### src/rtl/relu_act.sv
// In-place ReLU over Height_i bus words of RAM_WIDTH bits (signed 32-bit lanes).
// Optional macro RELU_LEAKY_EN: negative lanes become lane >>> LeakyBp_i instead of 0.
`timescale 1ns/1ps
module relu_act #(
    parameter logic [63:0] ShareMemAddr    = 64'h0,
    parameter logic [63:0] PrivateMemAddr0 = 64'h0,
    parameter logic [63:0] PrivateMemAddr1 = 64'h0,
    parameter logic [63:0] PrivateMemAddr2 = 64'h0,
    parameter logic [63:0] PrivateMemAddr3 = 64'h0,
    parameter int unsigned RAM_WIDTH       = 512
) (
    input  logic                 clk,
    input  logic                 rstn,
    input  logic [2:0]           select,
    input  logic [8:0]           Height_i,
    input  logic [3:0]           LeakyBp_i,
    input  logic                 Req_i,
    output logic                 Ack_o,
    output logic [63:0]          Addr_o,
    output logic                 Read_o,
    output logic                 Write_o,
    output logic [63:0]          ByteEnable_o,
    output logic [RAM_WIDTH-1:0] WriteData_o,
    input  logic [RAM_WIDTH-1:0] ReadData_i,
    output logic                 Lock_o,
    input  logic                 WaitReq_i
);

    localparam int unsigned Lanes = RAM_WIDTH / 32;

    typedef enum logic [2:0] {
        IDLE, RD_REQ, RD_WAIT, PROC, WR_REQ, ADV, DONE
    } state_e;

    state_e               state_q, state_d;
    logic [63:0]          addr_q, addr_d;
    logic [8:0]           cnt_q, cnt_d;
    logic                 wait_q, wait_d;
    logic [RAM_WIDTH-1:0] rdata_q, rdata_d;
    logic [RAM_WIDTH-1:0] result_q, result_d;
    logic [RAM_WIDTH-1:0] relu_w;
    logic [63:0]          base;
    logic signed [31:0]   lane;

`ifndef RELU_LEAKY_EN
    logic unused_bp;
    assign unused_bp = ^LeakyBp_i;
`endif

    always_comb begin
        case (select)
            3'b000:  base = ShareMemAddr;
            3'b001:  base = PrivateMemAddr0;
            3'b010:  base = PrivateMemAddr1;
            3'b011:  base = PrivateMemAddr2;
            3'b100:  base = PrivateMemAddr3;
            default: base = '0;
        endcase
    end

    always_comb begin
        relu_w = '0;
        lane   = '0;
        for (int unsigned k = 0; k < Lanes; k++) begin
            lane = rdata_q[k*32 +: 32];
`ifdef RELU_LEAKY_EN
            relu_w[k*32 +: 32] = lane[31] ? (lane >>> LeakyBp_i) : lane;
`else
            relu_w[k*32 +: 32] = lane[31] ? 32'h0 : lane;
`endif
        end
    end

    always_comb begin
        state_d  = state_q;
        addr_d   = addr_q;
        cnt_d    = cnt_q;
        wait_d   = wait_q;
        rdata_d  = rdata_q;
        result_d = result_q;
        case (state_q)
            IDLE: begin
                if (Req_i) begin
                    if (Height_i == 9'd0 || select > 3'b100) begin
                        state_d = DONE;
                    end else begin
                        state_d = RD_REQ;
                        addr_d  = base;
                        cnt_d   = Height_i;
                    end
                end
            end
            RD_REQ: begin
                if (!WaitReq_i) begin
                    state_d = RD_WAIT;
                    wait_d  = 1'b0;
                end
            end
            // Two-cycle read latency: data is sampled in the second wait cycle.
            RD_WAIT: begin
                if (!wait_q) begin
                    wait_d = 1'b1;
                end else begin
                    rdata_d = ReadData_i;
                    state_d = PROC;
                end
            end
            PROC: begin
                result_d = relu_w;
                state_d  = WR_REQ;
            end
            WR_REQ: begin
                if (!WaitReq_i) state_d = ADV;
            end
            ADV: begin
                addr_d  = addr_q + 64'd1;
                cnt_d   = cnt_q - 9'd1;
                state_d = (cnt_q == 9'd1) ? DONE : RD_REQ;
            end
            DONE:    state_d = IDLE;
            default: state_d = IDLE;
        endcase
    end

    always_ff @(posedge clk or negedge rstn) begin
        if (!rstn) begin
            state_q  <= IDLE;
            addr_q   <= '0;
            cnt_q    <= '0;
            wait_q   <= 1'b0;
            rdata_q  <= '0;
            result_q <= '0;
        end else begin
            state_q  <= state_d;
            addr_q   <= addr_d;
            cnt_q    <= cnt_d;
            wait_q   <= wait_d;
            rdata_q  <= rdata_d;
            result_q <= result_d;
        end
    end

    assign Read_o       = (state_q == RD_REQ) && !WaitReq_i;
    assign Write_o      = (state_q == WR_REQ) && !WaitReq_i;
    assign Ack_o        = (state_q == DONE);
    assign Lock_o       = (state_q != IDLE) && (state_q != DONE);
    assign Addr_o       = addr_q;
    assign WriteData_o  = result_q;
    assign ByteEnable_o = '1;

endmodule

### config.mk
export PLATFORM = sky130hd
export DESIGN_NAME = relu_act
export DESIGN_NICKNAME = d
export VERILOG_FILES = /design/src/rtl/relu_act.sv
export SDC_FILE = /design/constraint.sdc
export NUM_CORES = 2
export LEC_CHECK = 0
export ABC_AREA = 1
export CAP_MARGIN = 20
export CORE_AREA = 2 2 465 467
export CTS_CLUSTER_SIZE = 14
export DETAILED_ROUTE_END_ITERATION = 7
export DIE_AREA = 0 0 467 469
export GPL_ROUTABILITY_DRIVEN = 0
export PLACE_DENSITY = 0.41
export SYNTH_ARGS = -nofsm -noshare
export SYNTH_HDL_FRONTEND = slang
export SYNTH_SLANG_ARGS = --single-unit
### constraint.sdc
create_clock -name clk -period 3.3 [get_ports clk]
set_clock_uncertainty 0.15 [all_clocks]
set_input_delay 0.33 -clock clk [delete_from_list [all_inputs] [get_ports clk]]
set_output_delay 0.33 -clock clk [all_outputs]
set_load 0.1 [all_outputs]
After elaboration in Yosys (flattened, before gate mapping)
Index checks and enable logic that the tools add are counted.
{"block": "classes", "magnitude_cmp": 1, "addsub": 2, "n_mux": 31, "n_eq_ne": 13, "n_reduce_logical": 14}
{"cell": "$mux W31", "count": 16}
{"cell": "$mux W64", "count": 2}
{"cell": "$pmux W64 S2", "count": 1}
{"cell": "$add A64 B1 Y64 const B", "count": 1}
{"cell": "$mux W3", "count": 6}
{"cell": "$mux W9", "count": 2}
{"cell": "$pmux W3 S6", "count": 1}
{"cell": "$pmux W9 S2", "count": 1}
{"cell": "$ne A2 B2 Y1 const B", "count": 5}
{"cell": "$eq A3 B3 Y1 const B", "count": 3}
{"cell": "$eq A9 B1 Y1 const B", "count": 1}
{"cell": "$logic_not A9 Y1", "count": 1}
{"cell": "$sub A9 B1 Y9 const B", "count": 1}
{"cell": "$eq A3 B2 Y1 const B", "count": 2}
{"cell": "$reduce_and A2 Y1", "count": 2}
{"cell": "$reduce_and A4 Y1", "count": 1}
{"cell": "$reduce_bool A2 Y1", "count": 2}
{"cell": "$eq A3 B1 Y1 const B", "count": 1}
{"cell": "$gt A3 B3 Y1 const B", "count": 1}
{"cell": "$logic_and A1 B1 Y1", "count": 3}
{"cell": "$logic_not A3 Y1", "count": 1}
{"cell": "$ne A3 B3 Y1 const B", "count": 1}
{"cell": "$reduce_and A3 Y1", "count": 1}
{"cell": "$reduce_bool A3 Y1", "count": 1}
{"cell": "other kinds (4)", "count": 4}
{"block": "totals", "register_bits": 1101, "elab_cells": 67, "output_inout_bits": 644}

Longest topological paths before layout
{"block": "logic_depth", "word_depth": 5, "depth_mapped": 11, "ltp_nobuf": 11}

Worst setup path before layout
Ideal clock, no wire load.
{"block": "synth_path", "path_kind": "flip-flop to output port", "startpoint": "register state_q[0]", "endpoint": "output Lock_o", "arrival_ns": 3.865, "path_stages_with_launch": 3, "path_buffers": 0, "required_ns": 2.820, "slack_ns": -1.045, "path_cell_list": "dfrtp_1 > nor3_1 > nor2_1"}
{"block": "synth_via", "elab_chain_len": 2, "elab_cells_between_ends": 3}
{"element": "start, declared", "line_no": "35", "source": "state_e state_q, state_d;"}
{"element": "start signal, assigned", "line_no": "134", "source": "state_q <= state_d;"}
{"element": "$ne A3 B3 Y1 or $reduce_bool A3 Y1 (tied branches)", "line_no": "146", "source": "assign Lock_o = (state_q != IDLE) && (state_q != DONE);"}
{"element": "$logic_and A1 B1 Y1 (*)", "line_no": "146"}
{"element": "end, declared", "line_no": "25", "source": "output logic Lock_o,"}
Every way passes the cells marked *; elsewhere a longest branch is shown, timed or not.

Worst setup path in the final report
{"block": "layout_path", "startpoint": "register result_q[244] (netlist: WriteData_o[244])", "endpoint": "output WriteData_o[244]"}
{"element": "start, declared", "line_no": "40", "source": "logic [RAM_WIDTH-1:0] result_q, result_d;"}
{"element": "start signal, assigned", "line_no": "139", "source": "result_q <= result_d;"}
{"element": "end, declared", "line_no": "23", "source": "output logic [RAM_WIDTH-1:0] WriteData_o,"}
No word-level cell between the ends.

==> out/qor.yml <==
ys_ff_latch: 1085
grt_pass1_wl_um: 258000
cts_resized: 0
dpl.hpwl_um: 132000
peakVddDrop_mv: 0.546
cp.arrival_ns: 2.33
fillers: 22001
rows: 170
max_slew.worst_pin.slew_ns: 1.05
cts_tree: "done"
critPathKind: "flip-flop to output port"
dieHeight_um: 469
setup_viol: 0
grt_pass1_vias: 36317
die_x_um: 467
synth_cell_type_count: 38
status: "complete, no violations"
slew_violations: 0
drt_iter0_drc: 2060
ys_seq_area_frac: 0.584
cts-hold-fix-buffers: 487
drt-pass1-iter-count: 7
setup.worst_path.end_class: "output port"
wl_um: 178000
synth_area_per_cell_um2: 11.1
hold_violations: 0
fmax_ghz: 0.356
synth_top_area_frac: 0.584
setup_tns_ns: 0
fin_crit_ns: 2.81
rr_worst_depth: 7
ys.flop_type: "dfrtp_1"
cp_data_required_time_ns: 2.82
drtAntennaViolNets: 0
wl_per_cell_um: 20.3
io_buffers: 1091
power_density_mw_per_mm2: 1020
cts_buffer_depth: 3
rsz0062_at_grt: "no"
layout.nets: 6321
drc: 0
drv_cap: 0
clock_sink_count: 1085
synth-edff-count: 0
leakage_nw: 31.8
vias: 35060
slew_headroom: 0.295
netSwitchingFraction: 0.453
hold_depth: 2
path_cells: "clkdlybuf4s50_1"
htreeDepth: 4
die_area_mm2: 0.219
core-area_mm2: 0.214
cp_max_fo: 2
async_flop_share: 1.00
clk_latency_ns: 0.78
critPathBufInv: 1
r2r-end: "rdata_q[24]"
grt_max_degree: 173
synth_top_cell_by_area: "dfrtp_1"
r2r_slack_ns: 0.78
holdWs_ns: 0.0886
cpPeakStageDelay_ns: 1.19
cpLargestDelayFamily: "buffers and inverters"
startpoint_type: "flip-flop"
postSynthCellCount: 4189
period_share: 0.850
p_int_mw: 38.4
pwr-share-seq: 0.308
power_switching_mw: 31.9
r2r-start: "state_q[0]"
clk_pin_slew_ns: 0.06
area_growth_pct: 48.4
synth_area_mm2: 0.0465
min_path_type: "input pin to flip-flop"
cpMaxStageDelayCell: "clkdlybuf4s50_1"
ys_top_cells_by_area: "dfrtp_1 58%, mux2_4 16%, nand2_1 11%"
grtUsageTotal: 0.158
clkPwrFrac: 0.215
start_util: 0.217
antenna_found_initial: 54
ys_warn_count: 0
combPwrFrac: 0.477
via_per_inst: 4.00
grt.overflow.total: 0
numCtsBuffers: 137
post_cts_buffers: 0
min_from: "ReadData_i[382]"
io_pins: 1176
hold_end: "rdata_q[382]"
drive_gt1_frac: 0.205
cts_root_buf: "clkbuf_16"
[cells in the final DEF (no fill, tap or decap), types with 17 or more instances in the layout]
cell type,synthesis,routed
clkbuf_8,0,28
nand4_1,17,17
nand3_1,69,68
o21bai_1,18,18
buf_4,83,441
diode_2,0,30
dfrtp_1,1085,1085
mux2_4,487,487
inv_1,72,69
dlygate4sd3_1,0,486
nor2_1,152,152
a21oi_1,19,19
nand2_1,1352,1352
buf_12,3,37
conb_1,2,80
clkbuf_16,0,141
clkdlybuf4s50_1,0,726
clkbuf_1,110,37
o21ai_0,541,541
[through the flow]
step	total power, mW	util	cell area (µm²)	std cells	setup slack [ns]
after floorplan	46.2	-	46800	4267	0.208
after global placement	55.0	0.278	59500	7998	0.732
after detailed placement	55.2	0.278	59500	7998	0.703
after CTS	71.4	0.322	68900	8725	0.395
after global routing	74.0	0.322	68900	8747	0.381
final	70.3	0.322	68900	8755	0.495
[layer usage]
layer / wire length (µm) / GRT usage / part of all wire
met1: 76600 / 0.200 / 0.43
met3: 12600 / 0.0500 / 0.071
met2: 83500 / 0.257 / 0.47
met5: 179 / 0 / 0.0010
met4: 4870 / 0.0485 / 0.027
[state kept, by name, indices dropped and copies added, names as in the netlist]
register,cells
cnt_q,9
wait_q,1
Addr_o,64
WriteData_o,496
rdata_q,512
state_q,3
[cells by family after synthesis]
| logic type | count (synthesis) | share of synthesized area |
|---|---|---|
| AO/OA/AOI/OAI | 584 | 0.0642 |
| AND/OR/NAND/NOR | 1615 | 0.135 |
| buffers and inverters | 388 | 0.0529 |
| multiplexers | 496 | 0.160 |
| adder cells (fa/ha/maj) | 3 | 0.000808 |
| other | 2 | 0.000162 |
| flip-flops | 1085 | 0.584 |
| XOR/XNOR | 16 | 0.00302 |
[layout make-up]
type	instances	area, µm²	share of cell area
Clock buffer	206	4050	0.0588
Antenna cell	30	75.1	0.00109
Tap cell	2838	3550	0.0515
Multi-Input combinational cell	2794	17200	0.249
Sequential cell	1085	27200	0.394
Clock inverter	34	434	0.00630
Timing Repair Buffer	1692	16200	0.235
Inverter	76	285	0.00414
[how the worst max path moves through the flow]
| stage | startpoint | endpoint | cells past startpoint |
|---|---|---|---|
| floorplan | state_q[0] | Lock_o | 2 |
| global placement | Height_i[6] | Addr_o[32] | 10 |
| detailed placement | Height_i[7] | Addr_o[27] | 7 |
| CTS | WriteData_o[491] | WriteData_o[491] | 1 |
| global route | WriteData_o[491] | WriteData_o[491] | 1 |
| finish | WriteData_o[244] | WriteData_o[244] | 1 |
[power by group through the flow]
stage	Combinational (mW)	Sequential (mW)	Clock (mW)
finish	33.5	21.7	15.1
global route	35.4	22.3	16.2
CTS	34.0	21.7	15.7
detailed placement	33.4	21.8	0
global placement	33.2	21.7	0
floorplan	12.7	33.4	0
[Yosys cell counts, types with 4 or more instances]
cell	number
buf_6	14
buf_8	41
nand4_1	17
clkbuf_1	110
nor2_1	152
nand2_1	1352
o21bai_1	18
mux2_4	487
xnor2_1	9
inv_2	4
o21ai_0	541
buf_2	60
inv_1	72
xor2_1	7
a21oi_1	19
dfrtp_1	1085
or2_2	6
nand3_1	69
buf_4	83
mux2_2	9
nor2_2	6
Power figures use the tool's default switching activity.
